===== config.mk =====
export PLATFORM = sky130hd
export DESIGN_NAME = alu_seq
export DESIGN_NICKNAME = d
export VERILOG_FILES = /design/src/rtl/alu_seq.sv
export SDC_FILE = /design/constraint.sdc
export NUM_CORES = 1
export LEC_CHECK = 0
export ABC_AREA = 1
export ABC_CLOCK_PERIOD_IN_PS = 3500
export CORE_ASPECT_RATIO = 1.2
export CORE_MARGIN = 1
export CORE_UTILIZATION = 45
export CTS_CLUSTER_DIAMETER = 80
export DETAILED_ROUTE_END_ITERATION = 6
export DONT_BUFFER_PORTS = 1
export HOLD_SLACK_MARGIN = 0.02
export PLACE_DENSITY = 0.59
export SLEW_MARGIN = 20
export SYNTH_ARGS = -nofsm -noshare
export SYNTH_HDL_FRONTEND = slang
export SYNTH_SLANG_ARGS = --single-unit

===== constraint.sdc =====
create_clock -name clk -period 3.5 [get_ports clk]
set_input_delay 0.7 -clock clk [delete_from_list [all_inputs] [get_ports clk]]
set_output_delay 0.7 -clock clk [all_outputs]
set_load 0.005 [all_outputs]

===== src/rtl/alu_seq.sv =====
// Sequential ALU for the execute stage: single-cycle ops plus bit-serial sll/zfr, valid/ready on both sides.
// Optional signed-overflow flag for add/sub is built only when ALU_SEQ_OVF_EN is defined.
module alu_seq #(
  parameter int WIDTH = 32,
  parameter int SHW   = 5
) (
  input  logic             clk,
  input  logic             reset,
  input  logic             in_valid,
  output logic             in_ready,
  input  logic [3:0]       alucontrol,
  input  logic [WIDTH-1:0] a,
  input  logic [WIDTH-1:0] b,
  input  logic [SHW-1:0]   shamt,
  output logic             out_valid,
  input  logic             out_ready,
  output logic [WIDTH-1:0] result,
  output logic             zero,
  output logic             illegal,
  output logic             overflow
);

  typedef enum logic [1:0] {IDLE, ITER, DONE} state_e;

  state_e           state_q, state_d;
  logic [SHW-1:0]   cnt_q, cnt_d;
  logic [WIDTH-1:0] acc_q, acc_d;
  logic [WIDTH-1:0] a_q, a_d;
  logic             sll_q, sll_d;
  logic [WIDTH-1:0] result_q, result_d;
  logic             zero_q, zero_d;
  logic             illegal_q, illegal_d;

  logic [WIDTH-1:0] sum, diff, op_res, shifted, iter_res;
  logic             op_ill, accept, is_shift;

  assign sum      = a + b;
  assign diff     = a - b;
  assign accept   = in_valid && (state_q == IDLE);
  assign is_shift = (alucontrol == 4'b0100) || (alucontrol == 4'b0101);

  // Full-width result; also the answer for sll/zfr when shamt is zero
  always_comb begin
    op_res = '0;
    op_ill = 1'b0;
    case (alucontrol)
      4'b0000: op_res = a & b;
      4'b0001: op_res = a | b;
      4'b0010: op_res = sum;
      4'b0110: op_res = b;
      4'b1010: op_res = diff;
      4'b1011: op_res = {{(WIDTH-1){1'b0}}, ($signed(a) < $signed(b))};
      4'b0100: op_res = b << shamt;
      4'b0101: op_res = a & ({WIDTH{1'b1}} << shamt);
      default: op_ill = 1'b1;
    endcase
  end

  // acc holds the shifting operand (sll) or the shifting mask (zfr)
  assign shifted  = acc_q << 1;
  assign iter_res = sll_q ? shifted : (a_q & shifted);

  always_comb begin
    state_d   = state_q;
    cnt_d     = cnt_q;
    acc_d     = acc_q;
    a_d       = a_q;
    sll_d     = sll_q;
    result_d  = result_q;
    zero_d    = zero_q;
    illegal_d = illegal_q;
    case (state_q)
      IDLE: begin
        if (accept) begin
          if (is_shift && (shamt != '0)) begin
            state_d   = ITER;
            cnt_d     = shamt;
            sll_d     = (alucontrol == 4'b0100);
            acc_d     = (alucontrol == 4'b0100) ? b : '1;
            a_d       = a;
            illegal_d = 1'b0;
          end else begin
            state_d   = DONE;
            result_d  = op_res;
            zero_d    = ~|op_res;
            illegal_d = op_ill;
          end
        end
      end
      ITER: begin
        acc_d = shifted;
        cnt_d = cnt_q - 1'b1;
        if (cnt_q == SHW'(1)) begin
          state_d  = DONE;
          result_d = iter_res;
          zero_d   = ~|iter_res;
        end
      end
      DONE: begin
        if (out_ready) state_d = IDLE;
      end
      default: state_d = IDLE;
    endcase
  end

  always_ff @(posedge clk) begin
    if (reset) begin
      state_q   <= IDLE;
      cnt_q     <= '0;
      acc_q     <= '0;
      a_q       <= '0;
      sll_q     <= 1'b0;
      result_q  <= '0;
      zero_q    <= 1'b1;
      illegal_q <= 1'b0;
    end else begin
      state_q   <= state_d;
      cnt_q     <= cnt_d;
      acc_q     <= acc_d;
      a_q       <= a_d;
      sll_q     <= sll_d;
      result_q  <= result_d;
      zero_q    <= zero_d;
      illegal_q <= illegal_d;
    end
  end

  assign in_ready  = (state_q == IDLE);
  assign out_valid = (state_q == DONE);
  assign result    = result_q;
  assign zero      = zero_q;
  assign illegal   = illegal_q;

`ifdef ALU_SEQ_OVF_EN
  logic ovf_q, ovf_d, op_ovf;

  always_comb begin
    op_ovf = 1'b0;
    if (alucontrol == 4'b0010)
      op_ovf = (a[WIDTH-1] == b[WIDTH-1]) && (sum[WIDTH-1] != a[WIDTH-1]);
    else if (alucontrol == 4'b1010)
      op_ovf = (a[WIDTH-1] != b[WIDTH-1]) && (diff[WIDTH-1] != a[WIDTH-1]);
  end

  always_comb begin
    ovf_d = ovf_q;
    if (accept) ovf_d = op_ovf;
  end

  always_ff @(posedge clk) begin
    if (reset) ovf_q <= 1'b0;
    else       ovf_q <= ovf_d;
  end

  assign overflow = ovf_q;
`else
  assign overflow = 1'b0;
`endif

endmodule


==> flow_summary_export.csv <==
group,metric,value,unit
status,status,"finished with violations",
status,violated_checks,"design-rule violations",
cells_and_area,diodes,0,
timing,setup_viol,0,
cells_and_area,post-route-util,48.5,%
cells_and_area,num-fill-cells,3294,
critical_path,regToRegEndpoint,"zero",
drt,via_count,16452,
global_routing,grt_pass1_wl,93.4,mm
global_routing,global_route.overflow_total,0,
logic_synthesis,ys_dominant_reg_cell,"sky130_fd_sc_hd__dfxtp_1",
critical_path,crit_chain,"ha_1, inv_1, fa_1, inv_1, nand2_1, nand2_1, nand3_1, nand2_1, nand2_1, nand2_1, nand3b_1, nand2_1, nand2_1, nand2_1, nor2_1, nor2_1, nand3_1, nor2_1, nand3_1, nand2_1, nand2_1, nand2_1",
cts,ctsLongestPathBuffers,2,
floorplanning,design.core.area,29000,um2
critical_path,timing.critical_path.max_delay_family,"simple AND/OR/NAND/NOR gates",
placed_design,dp.cells,2762,
power_and_ir_drop,netSwitchingFraction,44.3,%
logic_synthesis,avgSynthCellArea,5.49,um2
cts,cts_num_sinks,104,
timing,relSlewSlack,32.2,%
floorplanning,die_h,191,um
placed_design,dpl.hpwl,51.5,mm
cts,path_clk_slew,0.08,ns
drt,detailedRoute.firstPassIterationCount,7,
placed_design,buffer_ports.inserted,0,
timing,hold_slack,0.395,ns
cells_and_area,layout-area-overhead-vs-synth,5.17,%
cts,cts_repair_resize_count,0,
logic_synthesis,synth_seq_cells,104,
timing,slew_viol_final,0,
logic_synthesis,synth_async_sr_flop_share,0,%
cts,postCtsSetupRepairBufs,0,
drt,postRouteAntennaNets,0,
drt,vias_per_cell,5.92,
cts,clock_buffer_count_from_cts,9,
logic_synthesis,number_of_enable_type_register_cells_in_the_synthesized_netlist,0,
logic_synthesis,synth_cell_types,44,
critical_path,setup.worst_path.start,"a[0]",
critical_path,critical_path_cell_with_the_highest_stage_delay,"sky130_fd_sc_hd__fa_1",
global_routing,grt_max_degree,53,
critical_path,crit_type,"input pin to flop",
timing,skew,0.0183,ns
drt,wire_per_inst,22.7,um
power_and_ir_drop,internal_power_component,2340,uW
power_and_ir_drop,netSwitchingPower,1860,uW
cells_and_area,layout.area.seq,2080,um2
power_and_ir_drop,power.leakage,0.00708,uW
run,drv_cap,0,
logic_synthesis,synth_seq_area_share,15.5,%
critical_path,path_common_cell,"sky130_fd_sc_hd__nand2_1",
critical_path,worstReg2RegStart,"sll_q",
critical_path,crit_required,3.81,ns
global_routing,grt_usage,41.0,%
power_and_ir_drop,clkPwrFrac,25.3,%
power_and_ir_drop,ir_worst_vdd,0.212,mV
timing,min_period,3.19,ns
drt,drc,21,
critical_path,worst-r2r-cell-count,7,
floorplanning,core.rowCount,68,
floorplanning,design.portCount,114,
floorplanning,chipWidth,159,um
cts,cts_tree,"yes",
critical_path,worstSetupStartpointType,"input pin",
worst_hold_path,min_delay_worst_endpoint,"result[18]",
critical_path,crit_path_end_kind,"flop",
drt,drtIter0Drc,1993,
critical_path,timing.critical_path.slowest_cell_delay,0.43,ns
logic_synthesis,syn-num-nets,2618,
power_and_ir_drop,power_density,298,nW/um2
timing,slew_at_the_pin_closest_to_its_max_slew_limit,1.01,ns
logic_synthesis,syn_area,13400,um2
worst_hold_path,worstHoldPathCells,1,
timing,maxClockFrequency,313,MHz
power_and_ir_drop,p_total,4190,uW
cts,cts.root.buffer_cell,"sky130_fd_sc_hd__clkbuf_16",
floorplanning,die_area,30500,um2
placed_design,gpl.final_weighted_congestion,1.03,
cells_and_area,drive_gt1_share,4.60,%
drt,routed_wirelength,63.1,mm
worst_hold_path,timing.hold.worst.start,"reset",
cells_and_area,multi_input_comb_area,9490,um2
timing,final-hold-violation-count,0,
floorplanning,start_util,46.2,%
timing,unrepaired_setup_endpoints_after_global_routing,"no",
cts,cts.htree.levels,3,
critical_path,timing.critical_path.arrival,3.50,ns
logic_synthesis,syn-instance-count,2439,
cells_and_area,final_nets,2567,
power_and_ir_drop,power.share.sequential,32.5,%
global_routing,antenna_found_initial,2,
worst_hold_path,hold_class,"input pin to flop",
cts,worst_skew_pair.late_latency,0.38,ns
cts,ctsHoldBuffers,0,
logic_synthesis,ys.warnings.count,0,
global_routing,grt_pass1_vias,15244,
critical_path,setup.reg_to_reg.worst_slack,0.80,ns
critical_path,worst-path-max-fanout,4,
cells_and_area,stdcell_count,2778,
timing,final.period_utilization,91.2,%
critical_path,critical_path.n_buffers_inverters,2,
power_and_ir_drop,combPwrFrac,42.1,%
==> power by group through the flow <==
stage / Clock, uW / Sequential [uW] / Combinational (uW)
6_report: 1060 / 1360 / 1770
5_1_grt: 1100 / 1380 / 1940
2_1_floorplan: 0 / 1370 / 1210
3_5_place_dp: 0 / 1390 / 1710
4_1_cts: 1070 / 1360 / 1720
3_3_place_gp: 0 / 1390 / 1700
==> Yosys cell counts, types with 21 or more instances <==
cell / instances / area, um2
sky130_fd_sc_hd__inv_1: 315 / 1180
sky130_fd_sc_hd__dfxtp_1: 104 / 2080
sky130_fd_sc_hd__o21a_1: 21 / 158
sky130_fd_sc_hd__nand2_1: 649 / 2440
sky130_fd_sc_hd__o21ai_0: 136 / 681
sky130_fd_sc_hd__ha_1: 100 / 1250
sky130_fd_sc_hd__nand3_1: 314 / 1570
sky130_fd_sc_hd__nand4_1: 35 / 219
sky130_fd_sc_hd__nor3_1: 22 / 110
sky130_fd_sc_hd__buf_2: 55 / 275
sky130_fd_sc_hd__clkbuf_1: 48 / 180
sky130_fd_sc_hd__o22ai_1: 52 / 325
sky130_fd_sc_hd__nor2_1: 271 / 1020
sky130_fd_sc_hd__a21oi_1: 172 / 861
sky130_fd_sc_hd__a211oi_1: 33 / 248
==> area by class of cell <==
class                           count  share of cell area [%]
Multi-Input combinational cell   1885                    67.3
Timing Repair Buffer               59                    3.59
Sequential cell                   104                    14.8
Clock buffer                       10                    1.63
Inverter                          329                    8.79
Tap cell                          385                    3.42
Clock inverter                      6                   0.444
==> state kept, by name, summed over array words and instances (netlist names) <==
name     count
result      32
a_q         31
acc_q       31
cnt_q        5
state_q      2
illegal      1
sll_q        1
zero         1
==> metrics by stage <==
step / setup TNS [ns] / setup WS, ns / instance area [um2]
finish: 0 / 0.309 / 14100
global route: 0 / 0.116 / 14100
CTS: 0 / 0.376 / 14100
detailed placement: 0 / 0.0179 / 13800
global placement: -0.00572 / -0.00572 / 13800
floorplan: 0 / 0.861 / 13400
==> worst max path at each step <==
stage | endpoint | slack, ns | cells after the start
after CTS | zero | 0.38 | 22
after global routing | zero | 0.12 | 22
final | zero | 0.31 | 22
after floorplan | zero | 0.86 | 22
after global placement | zero | -0.006 | 22
after detailed placement | zero | 0.02 | 22
==> placed cells by master (no fill, tap or decap), types with 3 or more instances in the layout <==
cell type	Yosys	routed
sky130_fd_sc_hd__a211oi_1	33	33
sky130_fd_sc_hd__a21oi_1	172	172
sky130_fd_sc_hd__a31oi_1	9	9
sky130_fd_sc_hd__and2_1	3	3
sky130_fd_sc_hd__buf_12	0	5
sky130_fd_sc_hd__buf_4	5	54
sky130_fd_sc_hd__clkbuf_16	0	9
sky130_fd_sc_hd__dfxtp_1	104	104
sky130_fd_sc_hd__ha_1	100	100
sky130_fd_sc_hd__inv_1	315	315
sky130_fd_sc_hd__inv_2	12	12
sky130_fd_sc_hd__nand2_1	649	648
sky130_fd_sc_hd__nand2_2	3	4
sky130_fd_sc_hd__nand3_1	314	314
sky130_fd_sc_hd__nand3b_1	10	10
sky130_fd_sc_hd__nand4_1	35	35
sky130_fd_sc_hd__nor2_1	271	269
sky130_fd_sc_hd__nor2_2	6	8
sky130_fd_sc_hd__nor3_1	22	22
sky130_fd_sc_hd__nor4_1	4	4
sky130_fd_sc_hd__o211ai_1	13	13
sky130_fd_sc_hd__o21a_1	21	21
sky130_fd_sc_hd__o21ai_0	136	136
sky130_fd_sc_hd__o21ai_1	6	6
sky130_fd_sc_hd__o21bai_1	6	6
sky130_fd_sc_hd__o22ai_1	52	52
==> cells by family after synthesis <==
kind of cell / share of synthesized area, %
compound gates: 19.0
other cells: 0.0280
xor+xnor: 0.0654
fa+ha+maj: 9.64
buf+inv: 13.7
flops: 15.5
simple gates: 42.0
==> routing by layer <==
metal  GRT usage (%)  wire, um  vias up
met3            7.77      5750      221
met2            65.7     27800      924
li1                -         -     7878
met1            48.9     24300     7425
met4            30.1      5240        4
met5               0        23        -
Power figures use the tool's default switching activity.
